===== config.mk =====
export PLATFORM = sky130hd
export DESIGN_NAME = rf_writeback_arbiter
export DESIGN_NICKNAME = d
export VERILOG_FILES = /design/src/rtl/rf_wb_pkg.sv /design/src/rtl/rf_wb_fifo.sv /design/src/rtl/rf_writeback_arbiter.sv
export SDC_FILE = /design/constraint.sdc
export NUM_CORES = 1
export LEC_CHECK = 0
export CORE_MARGIN = 8
export CORE_UTILIZATION = 53
export DETAILED_ROUTE_END_ITERATION = 6
export PLACE_DENSITY = 0.89
export SYNTH_ARGS = -nofsm -noshare
export SYNTH_HDL_FRONTEND = slang
export SYNTH_SLANG_ARGS = --single-unit

===== constraint.sdc =====
create_clock -name clock -period 3 [get_ports clock]
set_input_delay 0.6 -clock clock [delete_from_list [all_inputs] [get_ports clock]]
set_output_delay 0.6 -clock clock [all_outputs]
set_load 0.05 [all_outputs]

===== src/rtl/rf_wb_pkg.sv =====
// Shared types and constants for the register-file writeback arbiter.
// Used by rf_wb_fifo and rf_writeback_arbiter.
package rf_wb_pkg;

  localparam int unsigned DATA_W = 32;
  localparam int unsigned ADDR_W = 5;

  typedef struct packed {
    logic [ADDR_W-1:0] rd;
    logic [DATA_W-1:0] data;
  } wb_entry_t;

  localparam logic              RST_RFWR_ENABLE = 1'b0;
  localparam logic [ADDR_W-1:0] RST_RD_ADDRESS  = '0;
  localparam logic [DATA_W-1:0] RST_RD_DATA     = '0;
  localparam logic              RST_ALU_STALL   = 1'b0;

endpackage


===== src/rtl/rf_wb_fifo.sv =====
// Synchronous FIFO of writeback entries with async active-high reset.
// Exposes every slot plus a per-slot valid bit so the pending-write mask can be built.
module rf_wb_fifo
  import rf_wb_pkg::*;
#(
  parameter int unsigned DEPTH = 4
) (
  input  logic                       clock,
  input  logic                       reset,
  input  logic                       push,
  input  wb_entry_t                  push_entry,
  input  logic                       pop,
  output wb_entry_t                  head,
  output logic                       full,
  output logic                       empty,
  output logic [$clog2(DEPTH):0]     count,
  output wb_entry_t [DEPTH-1:0]      entries,
  output logic [DEPTH-1:0]           entry_valid
);

  localparam int unsigned PTR_W = $clog2(DEPTH);
  localparam logic [PTR_W:0] FULL_COUNT = DEPTH[PTR_W:0];

  wb_entry_t [DEPTH-1:0] slots;
  logic [PTR_W-1:0]      wr_ptr;
  logic [PTR_W-1:0]      rd_ptr;
  logic [PTR_W:0]        count_q;
  logic [DEPTH-1:0]      valid_q;
  logic                  do_push;
  logic                  do_pop;

  assign full        = (count_q == FULL_COUNT);
  assign empty       = (count_q == '0);
  assign count       = count_q;
  assign head        = slots[rd_ptr];
  assign entries     = slots;
  assign entry_valid = valid_q;

  assign do_push = push && !full;
  assign do_pop  = pop && !empty;

  always_ff @(posedge clock or posedge reset) begin
    if (reset) begin
      wr_ptr  <= '0;
      rd_ptr  <= '0;
      count_q <= '0;
      valid_q <= '0;
    end else begin
      if (do_push) begin
        wr_ptr          <= wr_ptr + 1'b1;
        valid_q[wr_ptr] <= 1'b1;
      end
      if (do_pop) begin
        rd_ptr          <= rd_ptr + 1'b1;
        valid_q[rd_ptr] <= 1'b0;
      end
      unique case ({do_push, do_pop})
        2'b10:   count_q <= count_q + 1'b1;
        2'b01:   count_q <= count_q - 1'b1;
        default: count_q <= count_q;
      endcase
    end
  end

  // Payload storage needs no reset; slot validity is tracked separately.
  always_ff @(posedge clock) begin
    if (do_push) begin
      slots[wr_ptr] <= push_entry;
    end
  end

endmodule


===== src/rtl/rf_writeback_arbiter.sv =====
// Merges ALU and memory results onto the single register-file write port (ALU priority,
// memory results queued, starvation-forced drain). Define RF_WB_SCOREBOARD_EN for the rf_busy mask.
module rf_writeback_arbiter #(
  parameter int unsigned DATA_W       = 32,
  parameter int unsigned ADDR_W       = 5,
  parameter int unsigned FIFO_DEPTH   = 4,
  parameter int unsigned STARVE_LIMIT = 3
) (
  input  logic                   clock,
  input  logic                   reset,
  input  logic                   alu_valid,
  input  logic [ADDR_W-1:0]      alu_rd,
  input  logic [DATA_W-1:0]      alu_data,
  output logic                   alu_stall,
  input  logic                   mem_valid,
  output logic                   mem_ready,
  input  logic [ADDR_W-1:0]      mem_rd,
  input  logic [DATA_W-1:0]      mem_data,
  output logic                   rfwr_enable,
  output logic [ADDR_W-1:0]      rd_address,
`ifdef RF_WB_SCOREBOARD_EN
  output logic [2**ADDR_W-1:0]   rf_busy,
`endif
  output logic [DATA_W-1:0]      rd_data
);

  import rf_wb_pkg::*;

  localparam int unsigned CNT_W = $clog2(STARVE_LIMIT + 1);
  localparam logic [CNT_W-1:0] STARVE_MAX = STARVE_LIMIT[CNT_W-1:0];

  wb_entry_t                     push_entry;
  wb_entry_t                     fifo_head;
  logic                          fifo_full;
  logic                          fifo_empty;
  logic [$clog2(FIFO_DEPTH):0]   fifo_count;
  wb_entry_t [FIFO_DEPTH-1:0]    fifo_entries;
  logic [FIFO_DEPTH-1:0]         fifo_valid;

  logic             alu_win;
  logic             push;
  logic             pop;
  logic [CNT_W-1:0] starve_cnt;
  logic [CNT_W-1:0] starve_next;

  // x0 results are dropped: the ALU loses its claim and memory is handshaken but not queued.
  assign alu_win    = alu_valid && (alu_rd != '0);
  assign mem_ready  = !fifo_full;
  assign push       = mem_valid && mem_ready && (mem_rd != '0);
  assign pop        = !alu_win && !fifo_empty;
  assign push_entry = '{rd: mem_rd, data: mem_data};

  rf_wb_fifo #(
    .DEPTH (FIFO_DEPTH)
  ) u_fifo (
    .clock       (clock),
    .reset       (reset),
    .push        (push),
    .push_entry  (push_entry),
    .pop         (pop),
    .head        (fifo_head),
    .full        (fifo_full),
    .empty       (fifo_empty),
    .count       (fifo_count),
    .entries     (fifo_entries),
    .entry_valid (fifo_valid)
  );

  // Saturates at the limit so an ALU that ignores the stall keeps getting stalled.
  always_comb begin
    starve_next = starve_cnt;
    if (pop || fifo_empty) begin
      starve_next = '0;
    end else if (alu_win && (starve_cnt != STARVE_MAX)) begin
      starve_next = starve_cnt + 1'b1;
    end
  end

  always_ff @(posedge clock or posedge reset) begin
    if (reset) begin
      starve_cnt  <= '0;
      alu_stall   <= RST_ALU_STALL;
      rfwr_enable <= RST_RFWR_ENABLE;
      rd_address  <= RST_RD_ADDRESS;
      rd_data     <= RST_RD_DATA;
    end else begin
      starve_cnt  <= starve_next;
      alu_stall   <= (starve_next == STARVE_MAX);
      rfwr_enable <= alu_win || pop;
      if (alu_win) begin
        rd_address <= alu_rd;
        rd_data    <= alu_data;
      end else if (pop) begin
        rd_address <= fifo_head.rd;
        rd_data    <= fifo_head.data;
      end
    end
  end

`ifdef RF_WB_SCOREBOARD_EN
  always_comb begin
    rf_busy = '0;
    for (int unsigned i = 0; i < FIFO_DEPTH; i++) begin
      if (fifo_valid[i]) begin
        rf_busy[fifo_entries[i].rd] = 1'b1;
      end
    end
    if (rfwr_enable) begin
      rf_busy[rd_address] = 1'b1;
    end
    rf_busy[0] = 1'b0;
  end

  logic unused_fifo_state;
  assign unused_fifo_state = ^fifo_count;
`else
  logic unused_fifo_state;
  assign unused_fifo_state = ^{fifo_count, fifo_entries, fifo_valid};
`endif

endmodule


==> run summary, run 1 <==
=====================================================================================
Worst max-slew margin expressed relative to the limit ..................        34.6%
Gpl congestion .........................................................        0.753
Min Tclk post-route ....................................................      2610 ps
Reg clk slew, reported paths ...........................................        60 ps
Post-detailed-routing wire length ......................................    16,400 µm
Share of cells above drive strength 1 ..................................        15.3%
Slew Limit Fails .......................................................            0
Worst-case clock buffer depth ..........................................            2
Total grt overflow .....................................................            0
Flip-flop and latch count after synthesis ..............................          196
Highest Clock Rate .....................................................      383 MHz
Number of buffers inserted by port buffering ...........................          117
Final hold violations ..................................................            0
Register-to-Register Path Depth ........................................            5
Data required time at the worst endpoint ...............................      3340 ps
DRC Markers ............................................................            0
Worst hold slack across all endpoints ..................................       540 ps
Clock root buffer ......................................................    clkbuf_16
Origin of the critical flop-to-flop path ............................... u_fifo.count[0]
Area occupied by multi-input gates .....................................     1810 µm²
Pleak ..................................................................      3.42 nW
Crit path DAT ..........................................................      2960 ps
Number of levels in the clock H-tree ...................................            4
Die Span X .............................................................       136 µm
Post-DR wirelength/cell ................................................      21.4 µm
Final Cycle Share ......................................................        87.1%
Share of the yosys chip area belonging to registers ....................        74.4%
Timing startpoint of the critical path .................................    alu_rd[1]
Fraction of registers with async set/reset .............................        24.5%
RSZ-0062 raised after global routing ...................................        false
Power per unit of standard cell area ...................................   986 nW/µm²
Cell area after synthesis ..............................................     7590 µm²
# Max-Cap Violations ...................................................            0
Setup slack of the most critical reg-to-reg path .......................       830 ps
Final Setup Violations .................................................            0
Int Pwr ................................................................      6.22 mW
Die height .............................................................       136 µm
Leading post-synthesis cells by cell area .............................. edfxtp_1 (59%), dfrtp_1 (16%), mux4_2 (11%)
Run status ............................................................. finished, final reports clean
Total number of vias ...................................................        4,428
Warnings, synthesis ....................................................            0
Initial antenna violation count ........................................            0
Setup tns final ........................................................         0 ps
Number of nets in the synthesized netlist ..............................          532
Count of routing violations after the opening detailed-route iteration .          344
Die ar. ................................................................   18,400 µm²
Boundary Pins ..........................................................          118
First-pass GRT wire length .............................................    25,800 µm
Worst clock skew .......................................................      7.40 ps
Crit start category ....................................................   input port
Min-Delay Path Depth ...................................................            2
Sequential fraction of design power ....................................        42.8%
Share of total power consumed by net switching .........................        34.2%
Cell accounting for the most synthesized area ..........................     edfxtp_1
Worst Hold Launch ......................................................  rd_data[31]
Part of the total power dissipated in combinational logic ..............        35.0%
Routed vias/inst .......................................................         5.76
Clock sink count .......................................................          196
Finished Layout Cells ..................................................          769
Number of enable flip-flop cells after synthesis .......................          148
Slew at the pin closest to its max-slew limit ..........................       981 ps
Final Worst Setup Slack ................................................       386 ps
Leading register cell type out of synthesis ............................     edfxtp_1
Total power after layout ...............................................      9.46 mW
Source-to-sink clock delay at the later pin of the worst-skew pair .....       430 ps
Maximum fanout encountered on the critical timing path .................            2
Share of the synthesized area in the top cell type .....................        58.6%
Instance count of the mapped netlist ...................................          447
Total track usage ......................................................        18.7%
Worst-case hold path end point .........................................  rd_data[31]
R2R Path End ........................................................... u_fifo.entries[121]
Post CTS Setup Buffer Count ............................................            0
Detailed Place HPWL ....................................................    10,700 µm
Post-route ant nets ....................................................            0
Largest net degree at the start of global routing ......................           80
Pre-antenna DRT Iters ..................................................            5
Worst setup EP type ....................................................    flip-flop
Hold buffers post-CTS ..................................................            0
Number of resized instances in the post-cts repair step ................            0
Switching Power ........................................................      3.23 mW
Pre-CTS setup slack ....................................................     -44.1 ps
Total Nets Final .......................................................          661
Combined flip-flop and latch cell area .................................     5650 µm²
Initial Utilization ....................................................        54.5%
Unique cell type count in the Yosys netlist ............................           27
Filler cell count ......................................................          875
Diode insertion count for antenna repair ...............................            0
Total core area ........................................................   13,900 µm²
Share of power burned in the clock network .............................        22.2%
Max rail drop VDD ......................................................   0.000528 V
Worst Path Class, Setup ................................................ input port to flip-flop
Total number of placement rows .........................................           43
Number of buffers inserted during clock tree synthesis .................           17
Avg Inst Size Synth ....................................................     17.0 µm²
Vias in the first global route .........................................        4,787
Type of the tightest min-delay check ................................... flip-flop to flip-flop
TritonCTS clock tree ...................................................          yes
Signed area change from the synthesized netlist to the final layout ....        26.4%
Instance count after placement with tap cells included .................          737
=====================================================================================
==> stage by stage <==
stage / utilization (%) / area, µm²
4_1_cts: 68.9 / 9590
6_report: 68.9 / 9590
2_1_floorplan: - / 7590
3_5_place_dp: 64.9 / 9050
3_3_place_gp: 64.9 / 9050
5_1_grt: 68.9 / 9590
==> critical path, stage by stage <==
cell	delay, ps
clkdlybuf4s50_1	420
or4_4	550
o21ai_4	140
and2_1	180
ha_1	190
inv_1	60
fa_1	380
xor2_1	150
nor2_1	120
xor2_1	170
==> registers in the layout, indices dropped and copies added, names as in the netlist <==
| register | count |
|---|---|
| alu_stall | 1 |
| rd_address | 5 |
| rd_data | 32 |
| rfwr_enable | 1 |
| starve_cnt | 2 |
| u_fifo.count | 3 |
| u_fifo.entries | 148 |
| u_fifo.rd_ptr | 2 |
| u_fifo.wr_ptr | 2 |
==> Yosys cell counts (2+ instances only) <==
master    number
nor2_1        36
a32oi_1        2
dfrtp_1       48
xnor2_1        3
buf_4          3
clkbuf_1       9
nor3_1         4
nand3_1        4
a31oi_1       36
edfxtp_1     148
mux2i_1        2
ha_1           6
inv_1          7
and2_1         5
mux4_2        37
xor2_1         4
nand2_1       73
buf_2         11
==> power groups by stage <==
stage	registers (mW)	clock network (mW)	logic, mW
global placement	4.04	0	3.25
detailed placement	4.10	0	3.34
global route	4.12	2.23	3.53
CTS	4.06	2.12	3.36
finish	4.04	2.10	3.31
floorplan	4.62	0	1.63
==> cells by family after synthesis <==
group	after synthesis	synth area share, %
compound gates	40	3.54
fa+ha+maj	7	1.25
mux	40	11.4
flops	196	74.4
buf+inv	31	1.86
simple gates	126	6.76
xor+xnor	7	0.808
==> worst max-delay path by stage <==
stage | to | slack [ps] | depth (start not counted)
global route | u_fifo.count[2] | 330 | 10
global placement | u_fifo.count[2] | 80 | 10
CTS | u_fifo.count[2] | 390 | 10
finish | u_fifo.count[2] | 390 | 10
floorplan | u_fifo.count[2] | 460 | 9
detailed placement | u_fifo.count[2] | -40 | 10
==> layout make-up <==
type / instances / area share (%)
flip-flops and latches: 196 / 58.9
multi-input cells: 220 / 18.9
repair buffers: 134 / 13.9
clock buffers: 27 / 5.14
well taps: 180 / 2.35
clock inverters: 5 / 0.535
inverters: 7 / 0.274
==> cell usage in the layout, fill, tap and decap left out, types with 7 or more instances in the layout <==
master	instances
dfrtp_1	46
nor2_1	36
mux4_2	37
a31oi_1	36
clkbuf_1	7
buf_4	14
nand2_1	73
edfxtp_1	148
clkbuf_16	17
clkdlybuf4s50_1	117
==> routing by layer <==
| layer | track usage, % | up-vias | wire (µm) |
|---|---|---|---|
| met3 | 4.12 | 38 | 966 |
| met2 | 31.6 | 188 | 8670 |
| met5 | 0 | - | 0 |
| met4 | 9.50 | 0 | 452 |
| li1 | - | 1950 | - |
| met1 | 22.1 | 2252 | 6350 |
Note: power is estimated with default switching activity, not from simulation.
==> inputs of run 2 (changes only) <==
Settings changed: SLEW_MARGIN from default to 20.
==> results of run 2 <==
The final DEF is identical to that of run 1; final timing and power are the same.
==> inputs of run 3 (changes only) <==
Settings changed: CAP_MARGIN from default to 0, CORE_UTILIZATION 53 to 47, HOLD_SLACK_MARGIN from default to 0.08, PLACE_DENSITY 0.89 to 0.81.
==> run 3 against run 2 <==
Against the previous run:
- sequential power about the same
- total power increased by 3.1%
- critical path type unchanged
- routed wire length increased by 2.6%
- critical path depth unchanged
- die area grew 11%
- largest cell class unchanged
- clock-buffer cell count fell by 10
- maximum frequency down 0.18%
- clock skew grew 4.8 ps
- flip-flop and latch count unchanged
- combinational power about the same
- highest routed layer unchanged
- non-clock buffer count up 3
- register-to-register slack better by 100 ps
==> run summary, run 3 (same netlist as run 1, synthesis figures left out) <==
=====================================================================================
Total Nets Final .......................................................          664   +0.45%
Share of cells above drive strength 1 ..................................        17.1%   +1.8 points
Pleak ..................................................................      3.46 nW   +1.3%
Leading cell type in the layout, fill and taps excluded ................     edfxtp_1
Origin of the critical flop-to-flop path ............................... u_fifo.count[0]
Clock root buffer ......................................................    clkbuf_16
Die Span X .............................................................       143 µm   +5.5%
Worst hold slack across all endpoints ..................................       432 ps   -108 ps
Gpl congestion .........................................................        0.719   -4.6%
Final Cycle Share ......................................................        87.3%   +0.16 points
Total core area ........................................................   15,800 µm²   +14%
Post-route ant nets ....................................................            0   unchanged
Type of the tightest min-delay check ................................... input port to asynchronous set/reset pin
Register-to-Register Path Depth ........................................            8   +3
Worst setup EP type ....................................................    flip-flop
Total number of vias ...................................................        4,306   -2.8%
Total track usage ......................................................        17.4%   -1.3 points
DRC Markers ............................................................            0   unchanged
Source-to-sink clock delay at the later pin of the worst-skew pair .....       440 ps   about the same
Worst clock skew .......................................................      12.2 ps   +4.77 ps
First-pass GRT wire length .............................................    26,200 µm   +1.5%
Initial Utilization ....................................................        48.0%   -6.5 points
Post-DR wirelength/cell ................................................      20.8 µm   -2.5%
Number of resized instances in the post-cts repair step ................            0   unchanged
Number of buffers inserted during clock tree synthesis .................           17   unchanged
Maximum fanout encountered on the critical timing path .................            5   +3
Setup tns final ........................................................         0 ps   unchanged
# Max-Cap Violations ...................................................            0   unchanged
Worst Path Class, Setup ................................................ input port to flip-flop
Slowest stage cell, crit path ..........................................        or4_1
Post CTS Setup Buffer Count ............................................            0   unchanged
Highest Clock Rate .....................................................      382 MHz   -0.18%
Total number of placement rows .........................................           46   +7.0%
Delay of the slowest cell on the worst path ............................       570 ps   +20 ps
Hold buffers post-CTS ..................................................            0   unchanged
Min Tclk post-route ....................................................      2620 ps   +4.72 ps
Signed area change from the synthesized netlist to the final layout ....        28.1%
Setup slack of the most critical reg-to-reg path .......................       930 ps   +100 ps
Pre-antenna DRT Iters ..................................................            4   -1
Power per unit of standard cell area ...................................  1000 nW/µm²   +1.7%
Clock sink count .......................................................          196   unchanged
Die height .............................................................       143 µm   +5.5%
Die ar. ................................................................   20,500 µm²   +11%
Slew Limit Fails .......................................................            0   unchanged
Count of routing violations after the opening detailed-route iteration .          388   +13%
Crit start category ....................................................   input port
Total power after layout ...............................................      9.74 mW   +3.1%
Crit path DAT ..........................................................      2970 ps   about the same
Post-detailed-routing wire length ......................................    16,900 µm   +2.6%
Number of flip-flops under the largest register name ...................          148   unchanged
Final Core Density .....................................................        61.4%   -7.4 points
Boundary Pins ..........................................................          118   unchanged
Routed vias/inst .......................................................         5.32   -7.6%
Number of levels in the clock H-tree ...................................            4   unchanged
R2R Path End ........................................................... u_fifo.count[2]
Largest net degree at the start of global routing ......................           80   unchanged
Detailed Place HPWL ....................................................    10,900 µm   +1.5%
Commonest cells after routing, fill and taps aside ..................... edfxtp_1 (148), clkdlybuf4s50_1 (117), nand2_1 (73)
Final Setup Violations .................................................            0   unchanged
Number of buffers inserted by port buffering ...........................          117   unchanged
Max rail drop VDD ......................................................   0.000526 V   -0.30%
Data required time at the worst endpoint ...............................      3350 ps   about the same
Run status ............................................................. finished, final reports clean
Worst max-slew margin expressed relative to the limit ..................        33.8%   -0.82 points
Slew at the pin closest to its max-slew limit ..........................       993 ps   +12.2 ps
Worst-case clock buffer depth ..........................................            2   unchanged
Reg clk slew, reported paths ...........................................        80 ps   +20 ps
Cell-by-cell listing of the critical path .............................. clkdlybuf4s50_1 -> or4_1 -> o211a_1 -> inv_1 -> ha_1 -> inv_1 -> fa_1 -> xor2_1 -> nor2_1 -> xor2_1
Initial antenna violation count ........................................            1   +1
Vias in the first global route .........................................        4,730   -1.2%
Final hold violations ..................................................            0   unchanged
Total grt overflow .....................................................            0   unchanged
TritonCTS clock tree ...................................................          yes
RSZ-0062 raised after global routing ...................................        false
=====================================================================================
-- run 3: how the worst max path moves through the flow --
| stage | end | startpoint | cells past startpoint | slack (ps) |
|---|---|---|---|---|
| after floorplan | u_fifo.count[2] | alu_rd[1] | 9 | 460 |
| final | u_fifo.count[2] | mem_rd[0] | 10 | 380 |
| after detailed placement | u_fifo.count[2] | alu_rd[1] | 10 | -70 |
| after global placement | u_fifo.count[2] | alu_rd[1] | 10 | -10 |
| after global routing | u_fifo.count[2] | mem_rd[0] | 10 | 240 |
| after CTS | u_fifo.count[2] | alu_rd[1] | 10 | 380 |
-- run 3: final cells by class --
type	count	area, µm²
fill	1139	6100
sequential	196	5650
multi-input combinational	220	1810
timing repair buffer	137	1350
clock buffer	17	425
tap	216	270
clock inverter	15	193
inverter	7	26.3
antenna	1	2.50
-- run 3: worst max-delay path: cells and delay by family --
family | cells | cell delay [ps]
compound gates | 1 | 240
buf+inv | 3 | 610
xor+xnor | 2 | 320
simple gates | 2 | 680
fa+ha+maj | 2 | 530
-- run 3: where the power goes --
group	internal [mW]	switching, mW
Combinational	1.40	1.94
Clock	1.34	1.03
Sequential	3.63	0.407
-- run 3: layer usage --
layer,vias to the layer above,global-route usage [%],share of wire (%)
met5,-,0,0
met4,0,8.50,2.8
met3,35,4.84,7.2
met2,156,29.4,51
met1,2142,20.0,39
li1,1973,-,-
-- run 3: stage by stage --
stage               instances  worst slack [ps]  area (µm²)
floorplan                 447               463        7590
global placement          776             -10.8        9100
detailed placement        776             -71.4        9100
CTS                       808               379        9720
global route              809               245        9730
finish                    809               381        9730
